==> src/rtl/lvds_7to1_map_pack.sv <==
// lvds_7to1_map_pack: maps RGB pixels plus HS/VS/DE onto 7-bit LVDS lane words
// (VESA or JEIDA bit order) and packs odd/even pixel pairs for dual-channel links.
// Optional colour-bar test pattern is compiled in when macro LVDS_TX_TPG_EN is defined.
module lvds_7to1_map_pack #(
   parameter  int NUM_CH     = 2,
   parameter  int COLOR_BITS = 8,
   parameter  int BAR_W      = 64,
   localparam int LANES      = (COLOR_BITS == 8) ? 4 : 3
) (
   input  logic                  I_pix_clk,
   input  logic                  I_rst,
   input  logic                  I_valid,
   input  logic                  I_vs,
   input  logic                  I_hs,
   input  logic                  I_de,
   input  logic [COLOR_BITS-1:0] I_data_r,
   input  logic [COLOR_BITS-1:0] I_data_g,
   input  logic [COLOR_BITS-1:0] I_data_b,
   input  logic                  I_jeida,
`ifdef LVDS_TX_TPG_EN
   input  logic                  I_tpg_on,
`endif
   output logic                  O_valid,
   output logic [LANES*7-1:0]    O_lane_o,
   output logic [LANES*7-1:0]    O_lane_e,
   output logic                  O_pad
);

   typedef enum logic {S_EMPTY, S_HOLD_ODD} pair_state_t;

   // Colour pre-extended to 8 bits so one mapping function serves RGB666 and RGB888.
   function automatic logic [7:0] f_ext(input logic [COLOR_BITS-1:0] c);
      f_ext = 8'(c);
   endfunction

   // Lane words packed as {lane3, lane2, lane1, lane0}; bit 6 of each lane goes out first.
   function automatic logic [27:0] f_map(input logic [7:0] r, input logic [7:0] g,
                                         input logic [7:0] b, input logic hs,
                                         input logic vs, input logic de, input logic jeida);
      logic [27:0] w_m;
      if (jeida) begin
         w_m[6:0]   = {r[2], r[3], r[4], r[5], r[6], r[7], g[2]};
         w_m[13:7]  = {g[3], g[4], g[5], g[6], g[7], b[2], b[3]};
         w_m[20:14] = {b[4], b[5], b[6], b[7], hs, vs, de};
         w_m[27:21] = {r[0], r[1], g[0], g[1], b[0], b[1], 1'b1};
      end else begin
         w_m[6:0]   = {r[0], r[1], r[2], r[3], r[4], r[5], g[0]};
         w_m[13:7]  = {g[1], g[2], g[3], g[4], g[5], b[0], b[1]};
         w_m[20:14] = {b[2], b[3], b[4], b[5], hs, vs, de};
         w_m[27:21] = {r[6], r[7], g[6], g[7], b[6], b[7], 1'b1};
      end
      f_map = w_m;
   endfunction

   logic [COLOR_BITS-1:0] w_r_in, w_g_in, w_b_in;

`ifdef LVDS_TX_TPG_EN
   localparam int PCW = (BAR_W > 1) ? $clog2(BAR_W) : 1;

   // Bar colour as {R,G,B} full-scale enables: W, Y, C, G, M, R, B, K.
   function automatic logic [2:0] f_bar_rgb(input logic [2:0] bar);
      case (bar)
         3'd0:    f_bar_rgb = 3'b111;
         3'd1:    f_bar_rgb = 3'b110;
         3'd2:    f_bar_rgb = 3'b011;
         3'd3:    f_bar_rgb = 3'b010;
         3'd4:    f_bar_rgb = 3'b101;
         3'd5:    f_bar_rgb = 3'b100;
         3'd6:    f_bar_rgb = 3'b001;
         default: f_bar_rgb = 3'b000;
      endcase
   endfunction

   logic [PCW-1:0] r_pix_cnt;
   logic [2:0]     r_bar;
   logic           r_de_prev;
   logic           w_de_rise;
   logic [PCW-1:0] w_pix_cur;
   logic [2:0]     w_bar_cur;
   logic [2:0]     w_bar_rgb;

   // A DE rise restarts the pattern at bar 0 for the pixel that carries it.
   assign w_de_rise = I_de & ~r_de_prev;
   assign w_pix_cur = w_de_rise ? '0 : r_pix_cnt;
   assign w_bar_cur = w_de_rise ? '0 : r_bar;
   assign w_bar_rgb = f_bar_rgb(w_bar_cur);
   assign w_r_in    = I_tpg_on ? {COLOR_BITS{w_bar_rgb[2]}} : I_data_r;
   assign w_g_in    = I_tpg_on ? {COLOR_BITS{w_bar_rgb[1]}} : I_data_g;
   assign w_b_in    = I_tpg_on ? {COLOR_BITS{w_bar_rgb[0]}} : I_data_b;

   // Bar position advances once per valid DE pixel, wrapping after the black bar.
   always_ff @(posedge I_pix_clk or posedge I_rst) begin
      if (I_rst) begin
         r_pix_cnt <= '0;
         r_bar     <= '0;
         r_de_prev <= 1'b0;
      end else if (I_valid) begin
         r_de_prev <= I_de;
         if (I_de) begin
            if (w_pix_cur == PCW'(BAR_W - 1)) begin
               r_pix_cnt <= '0;
               r_bar     <= w_bar_cur + 3'd1;
            end else begin
               r_pix_cnt <= w_pix_cur + PCW'(1);
               r_bar     <= w_bar_cur;
            end
         end
      end
   end
`else
   assign w_r_in = I_data_r;
   assign w_g_in = I_data_g;
   assign w_b_in = I_data_b;
`endif

   logic                  r_v1, r_vs_prev, r_mode;
   logic [COLOR_BITS-1:0] r_r1, r_g1, r_b1;
   logic                  r_hs1, r_vs1, r_de1;

   // Stage 1 control: pixel strobe, VS history and per-frame mapping mode.
   always_ff @(posedge I_pix_clk or posedge I_rst) begin
      if (I_rst) begin
         r_v1      <= 1'b0;
         r_vs_prev <= 1'b0;
         r_mode    <= 1'b0;
      end else begin
         r_v1 <= I_valid;
         if (I_valid) begin
            r_vs_prev <= I_vs;
            if (I_vs && !r_vs_prev) r_mode <= I_jeida;
         end
      end
   end

   // Stage 1 data capture, only on accepted pixels.
   always_ff @(posedge I_pix_clk) begin
      if (I_valid) begin
         r_r1  <= w_r_in;
         r_g1  <= w_g_in;
         r_b1  <= w_b_in;
         r_hs1 <= I_hs;
         r_vs1 <= I_vs;
         r_de1 <= I_de;
      end
   end

   pair_state_t           r_state;
   logic [COLOR_BITS-1:0] r_hr, r_hg, r_hb;
   logic                  r_hhs, r_hvs, r_hde;
   logic                  w_de_chg, w_take, w_emit, w_pad, w_jeida;
   logic [COLOR_BITS-1:0] w_or, w_og, w_ob, w_er, w_eg, w_eb;
   logic                  w_ohs, w_ovs, w_ode;
   logic [27:0]           w_map_o, w_map_e;

   assign w_de_chg = (r_de1 != r_hde);

   // Stage 2 pairing decision: hold an odd pixel, complete a pair, or pad it out.
   always_comb begin
      w_emit = 1'b0;
      w_pad  = 1'b0;
      w_take = 1'b0;
      if (r_v1) begin
         if (NUM_CH == 1) begin
            w_emit = 1'b1;
         end else if (r_state == S_EMPTY) begin
            w_take = 1'b1;
         end else if (w_de_chg) begin
            w_emit = 1'b1;
            w_pad  = 1'b1;
            w_take = 1'b1;
         end else begin
            w_emit = 1'b1;
         end
      end
   end

   assign w_or    = (NUM_CH == 1) ? r_r1  : r_hr;
   assign w_og    = (NUM_CH == 1) ? r_g1  : r_hg;
   assign w_ob    = (NUM_CH == 1) ? r_b1  : r_hb;
   assign w_ohs   = (NUM_CH == 1) ? r_hs1 : r_hhs;
   assign w_ovs   = (NUM_CH == 1) ? r_vs1 : r_hvs;
   assign w_ode   = (NUM_CH == 1) ? r_de1 : r_hde;
   assign w_er    = w_pad ? '0 : r_r1;
   assign w_eg    = w_pad ? '0 : r_g1;
   assign w_eb    = w_pad ? '0 : r_b1;
   assign w_jeida = r_mode && (COLOR_BITS == 8);
   // Both channels carry the odd pixel's sync bits.
   assign w_map_o = f_map(f_ext(w_or), f_ext(w_og), f_ext(w_ob), w_ohs, w_ovs, w_ode, w_jeida);
   assign w_map_e = f_map(f_ext(w_er), f_ext(w_eg), f_ext(w_eb), w_ohs, w_ovs, w_ode, w_jeida);

   // Held odd pixel; replaced whenever the pairing logic takes a new odd.
   always_ff @(posedge I_pix_clk) begin
      if (w_take) begin
         r_hr  <= r_r1;
         r_hg  <= r_g1;
         r_hb  <= r_b1;
         r_hhs <= r_hs1;
         r_hvs <= r_vs1;
         r_hde <= r_de1;
      end
   end

   // Stage 3: pairing state and registered lane outputs; lanes keep the last word between strobes.
   always_ff @(posedge I_pix_clk or posedge I_rst) begin
      if (I_rst) begin
         r_state  <= S_EMPTY;
         O_valid  <= 1'b0;
         O_pad    <= 1'b0;
         O_lane_o <= '0;
         O_lane_e <= '0;
      end else begin
         O_valid <= w_emit;
         if (w_emit) begin
            O_pad    <= w_pad;
            O_lane_o <= w_map_o[LANES*7-1:0];
            O_lane_e <= (NUM_CH == 2) ? w_map_e[LANES*7-1:0] : '0;
         end
         if (r_v1 && (NUM_CH == 2))
            r_state <= (r_state == S_EMPTY || w_de_chg) ? S_HOLD_ODD : S_EMPTY;
      end
   end

endmodule

==> config.mk <==
export PLATFORM = sky130hd
export DESIGN_NAME = lvds_7to1_map_pack
export DESIGN_NICKNAME = d
export VERILOG_FILES = /design/src/rtl/lvds_7to1_map_pack.sv
export SDC_FILE = /design/constraint.sdc
export NUM_CORES = 1
export LEC_CHECK = 0
export ABC_AREA = 1
export CAP_MARGIN = 20
export CELL_PAD_IN_SITES_DETAIL_PLACEMENT = 2
export CELL_PAD_IN_SITES_GLOBAL_PLACEMENT = 2
export CORE_ASPECT_RATIO = 1.1
export CORE_MARGIN = 5
export CORE_UTILIZATION = 35
export CTS_CLUSTER_DIAMETER = 120
export DETAILED_ROUTE_END_ITERATION = 16
export PLACE_DENSITY_LB_ADDON = 0.1
export SLEW_MARGIN = 20
export SYNTH_ARGS = -nofsm -noshare
export SYNTH_HDL_FRONTEND = slang
export SYNTH_SLANG_ARGS = --single-unit
==> constraint.sdc <==
create_clock -name I_pix_clk -period 3.3 [get_ports I_pix_clk]
set_clock_uncertainty 0.15 [all_clocks]
set_input_delay 0.66 -clock I_pix_clk [delete_from_list [all_inputs] [get_ports I_pix_clk]]
set_output_delay 0.66 -clock I_pix_clk [all_outputs]
set_load 0.1 [all_outputs]
==> flow_summary_export.csv <==
group,metric,value,unit
outcome,status,"complete, no violations",
cells_and_area,area_growth_syn_to_layout,25.57,%
place,dp_slack,1.121,ns
worst_setup_path,path_class,"reg -> reg",
cells_and_area,num_antenna_cells,0,
place,gp_congestion,0.7114,
cts,cts_setup_buffers,0,
cts,clkLatencyLatePin,0.35,ns
routing,drtAntennaViolNets,0,
logic_synthesis,syn_inst,412,
logic_synthesis,netlist_area,0.004379,mm²
cts,hold_buffers,0,
die,die_w,116.7,µm
logic_synthesis,synth_warnings,0,
logic_synthesis,synthTopCellsByCount,"nand2_1 (132), dfrtp_1 (58), edfxtp_1 (54)",
logic_synthesis,synth_fa_ha_area_frac,0,
logic_synthesis,synth_ff_type,"dfrtp_1",
cts,cts.htree.levels,3,
hold_path,min-delay-start,"r_hs1",
routing,vias_per_cell,5.034,
hold_path,hold_path_depth,0,
cells_and_area,final_nets,519,
worst_setup_path,reg2reg_from,"r_de1",
logic_synthesis,synth_edf_count,54,
global_route,grt_max_degree,59,
sta,finalSetupViolCount,0,
sta,relSlewSlack,0.3448,
routing,routed_wirelength,11980,µm
die,rows,42,
global_route,grt_util_all_layers,0.1728,
cells_and_area,post-route-util,0.4530,
logic_synthesis,synth.most_common_cell,"nand2_1",
sta,period_needed,2.115,ns
die,die_h,127.3,µm
cts,post_cts_resize_count,0,
routing,via_count,3257,
logic_synthesis,syn_nets,443,
power_and_ir_drop,power,5.012,mW
cells_and_area,layout-drive-gt1-share,0.1684,
logic_synthesis,synth_top_area_share,0.3703,
cells_and_area,design_area,0.005499,mm²
hold_path,hold_end,"r_hhs",
routing,wl_per_cell,18.52,µm
logic_synthesis,synthMuxAreaShare,0,
place,port-buffer-count,88,
logic_synthesis,yosysSeqAreaShare,0.7017,
place,placed_area,0.005218,mm²
worst_setup_path,r2r_end,"O_lane_e[1]",
worst_setup_path,cp.required,3.38,ns
cells_and_area,final_cell_count_no_fill,647,
global_route,antenna_found_initial,0,
logic_synthesis,synthArstFlopShare,0.5179,
logic_synthesis,synth_compound_gate_area_share,0.06057,
sta,finalHoldViolCount,0,
worst_setup_path,rr_worst_depth,6,
cts,tritoncts,"yes",
sta,period_share,0.6409,
power_and_ir_drop,powerDensity,911.5,mW/mm²
logic_synthesis,yosys.area_share.simple,0.1971,
sta,tightest_slew,0.9817,ns
logic_synthesis,synthXorXnorAreaFrac,0,
power_and_ir_drop,irDropWorstVdd,439.2,µV
cts,numCtsBuffers,9,
place,placed_cells,631,
sta,layout_setup_ws,1.185,ns
die,design.portCount,89,
cts,cts-root-buf,"clkbuf_16",
sta,fmax,0.4728,GHz
worst_setup_path,start_kind,"flip-flop",
cts,clock-sinks,112,
cells_and_area,fillers,1253,
worst_setup_path,r2r_slack,1.19,ns
die,start_util,0.3608,
logic_synthesis,syn_area_per_cell,10.63,µm²
routing,post-route-drc-count,0,
routing,drt-initial-drc-count,150,
die,dieArea,0.01485,mm²
logic_synthesis,synth_area_leaders,"edfxtp_1 (37%), dfrtp_1 (33%), nand2_1 (11%), a21oi_1 (5.6%), nand3_1 (5.6%)",
worst_setup_path,crit_path_max_fanout,49,
sta,fin_tns_setup,0,ns
job,maxCapViolCount,0,
hold_path,hold_path.class,"reg -> reg",
logic_synthesis,synth_top_family_by_area,"simple AND/OR/NAND/NOR gates",
power_and_ir_drop,p_leak,2.472,nW
global_route,grt_pass1_vias,3736,
global_route,grt_pass1_wl,19930,µm
logic_synthesis,yosys.area.top_type,"edfxtp_1",
die,coreArea,0.01214,mm²
global_route,grt-ovfl-total,0,
sta,rsz0062_at_grt,"false",
cts,cts_max_path_buffers,2,
sta,whs,0.2791,ns
sta,drv_slew,0,
routing,first_pass_iters,4,
logic_synthesis,synth_seq_cells,112,
place,dpl.hpwl,7643,µm
logic_synthesis,synth.distinct_cells,18,
worst_setup_path,cp-end-kind,"flip-flop",
worst_setup_path,crit_arrival,2.20,ns
cts,clkTransAtPathRegs,0.07,ns
-- per-layer routing --
metal	vias to the layer above	GRT usage	wire, µm
met5	-	0	0
met4	0	0.05668	155
met3	10	0.02318	418
met2	67	0.2747	5807
met1	1657	0.2450	5599
li1	1523	-	-
-- where the power goes --
group	leakage, nW	switching, mW	internal, mW
sequential	1.21	0.152	1.71
combinational	1.12	1.70	0.391
clock	0.141	0.481	0.584
total	2.47	2.33	2.68
-- worst max-delay path: stages (launching register included) --
cell      delay (ns)
edfxtp_1        0.43
nand2_1         0.13
nand3_2         0.75
nand3_1         0.32
nand2_1         0.08
nand2_1         0.07
nand2_1         0.06
-- sequential cells by signal, summed over array words and instances (netlist names), 8 cells and up --
register  count
r_hr          8
r_g1          8
O_lane_o     28
r_hg          8
r_r1          8
r_hb          8
r_b1          8
O_lane_e     24
-- cell usage in the layout, fill, tap and decap left out, drive strengths merged --
master,synthesis,final
nand2,133,133
bufinv,0,1
and2,1,1
buf,17,64
clkdlybuf4s50,0,30
dfrtp,58,58
a21oi,49,49
inv,8,8
o21ai,4,4
nor2,25,25
edfxtp,54,54
clkinv,0,4
nand3,50,50
or2,1,1
clkbuf,12,11
-- cells by family after synthesis --
logic type      Yosys count
simple gates            210
flops                   112
compound gates           53
buf+inv                  37
-- final cells by class --
type	count	area, µm²	area share
Clock buffer	11	232.7	0.04232
Sequential cell	112	3073	0.5588
Timing Repair Buffer	94	793.3	0.1443
Inverter	8	30.03	0.005461
Tap cell	154	192.7	0.03504
Clock inverter	5	48.80	0.008874
Multi-Input combinational cell	263	1129	0.2052
-- worst max path at each step --
stage | from | end | slack, ns
4_1_cts | r_de1 | O_lane_e[19] | 1.14
5_1_grt | r_de1 | O_lane_e[9] | 0.94
3_5_place_dp | I_valid | r_mode | 1.12
6_report | r_de1 | O_lane_e[1] | 1.19
3_3_place_gp | I_valid | r_mode | 1.19
2_1_floorplan | I_rst | O_lane_e[0] | 1.06
Power figures use the tool's default switching activity.
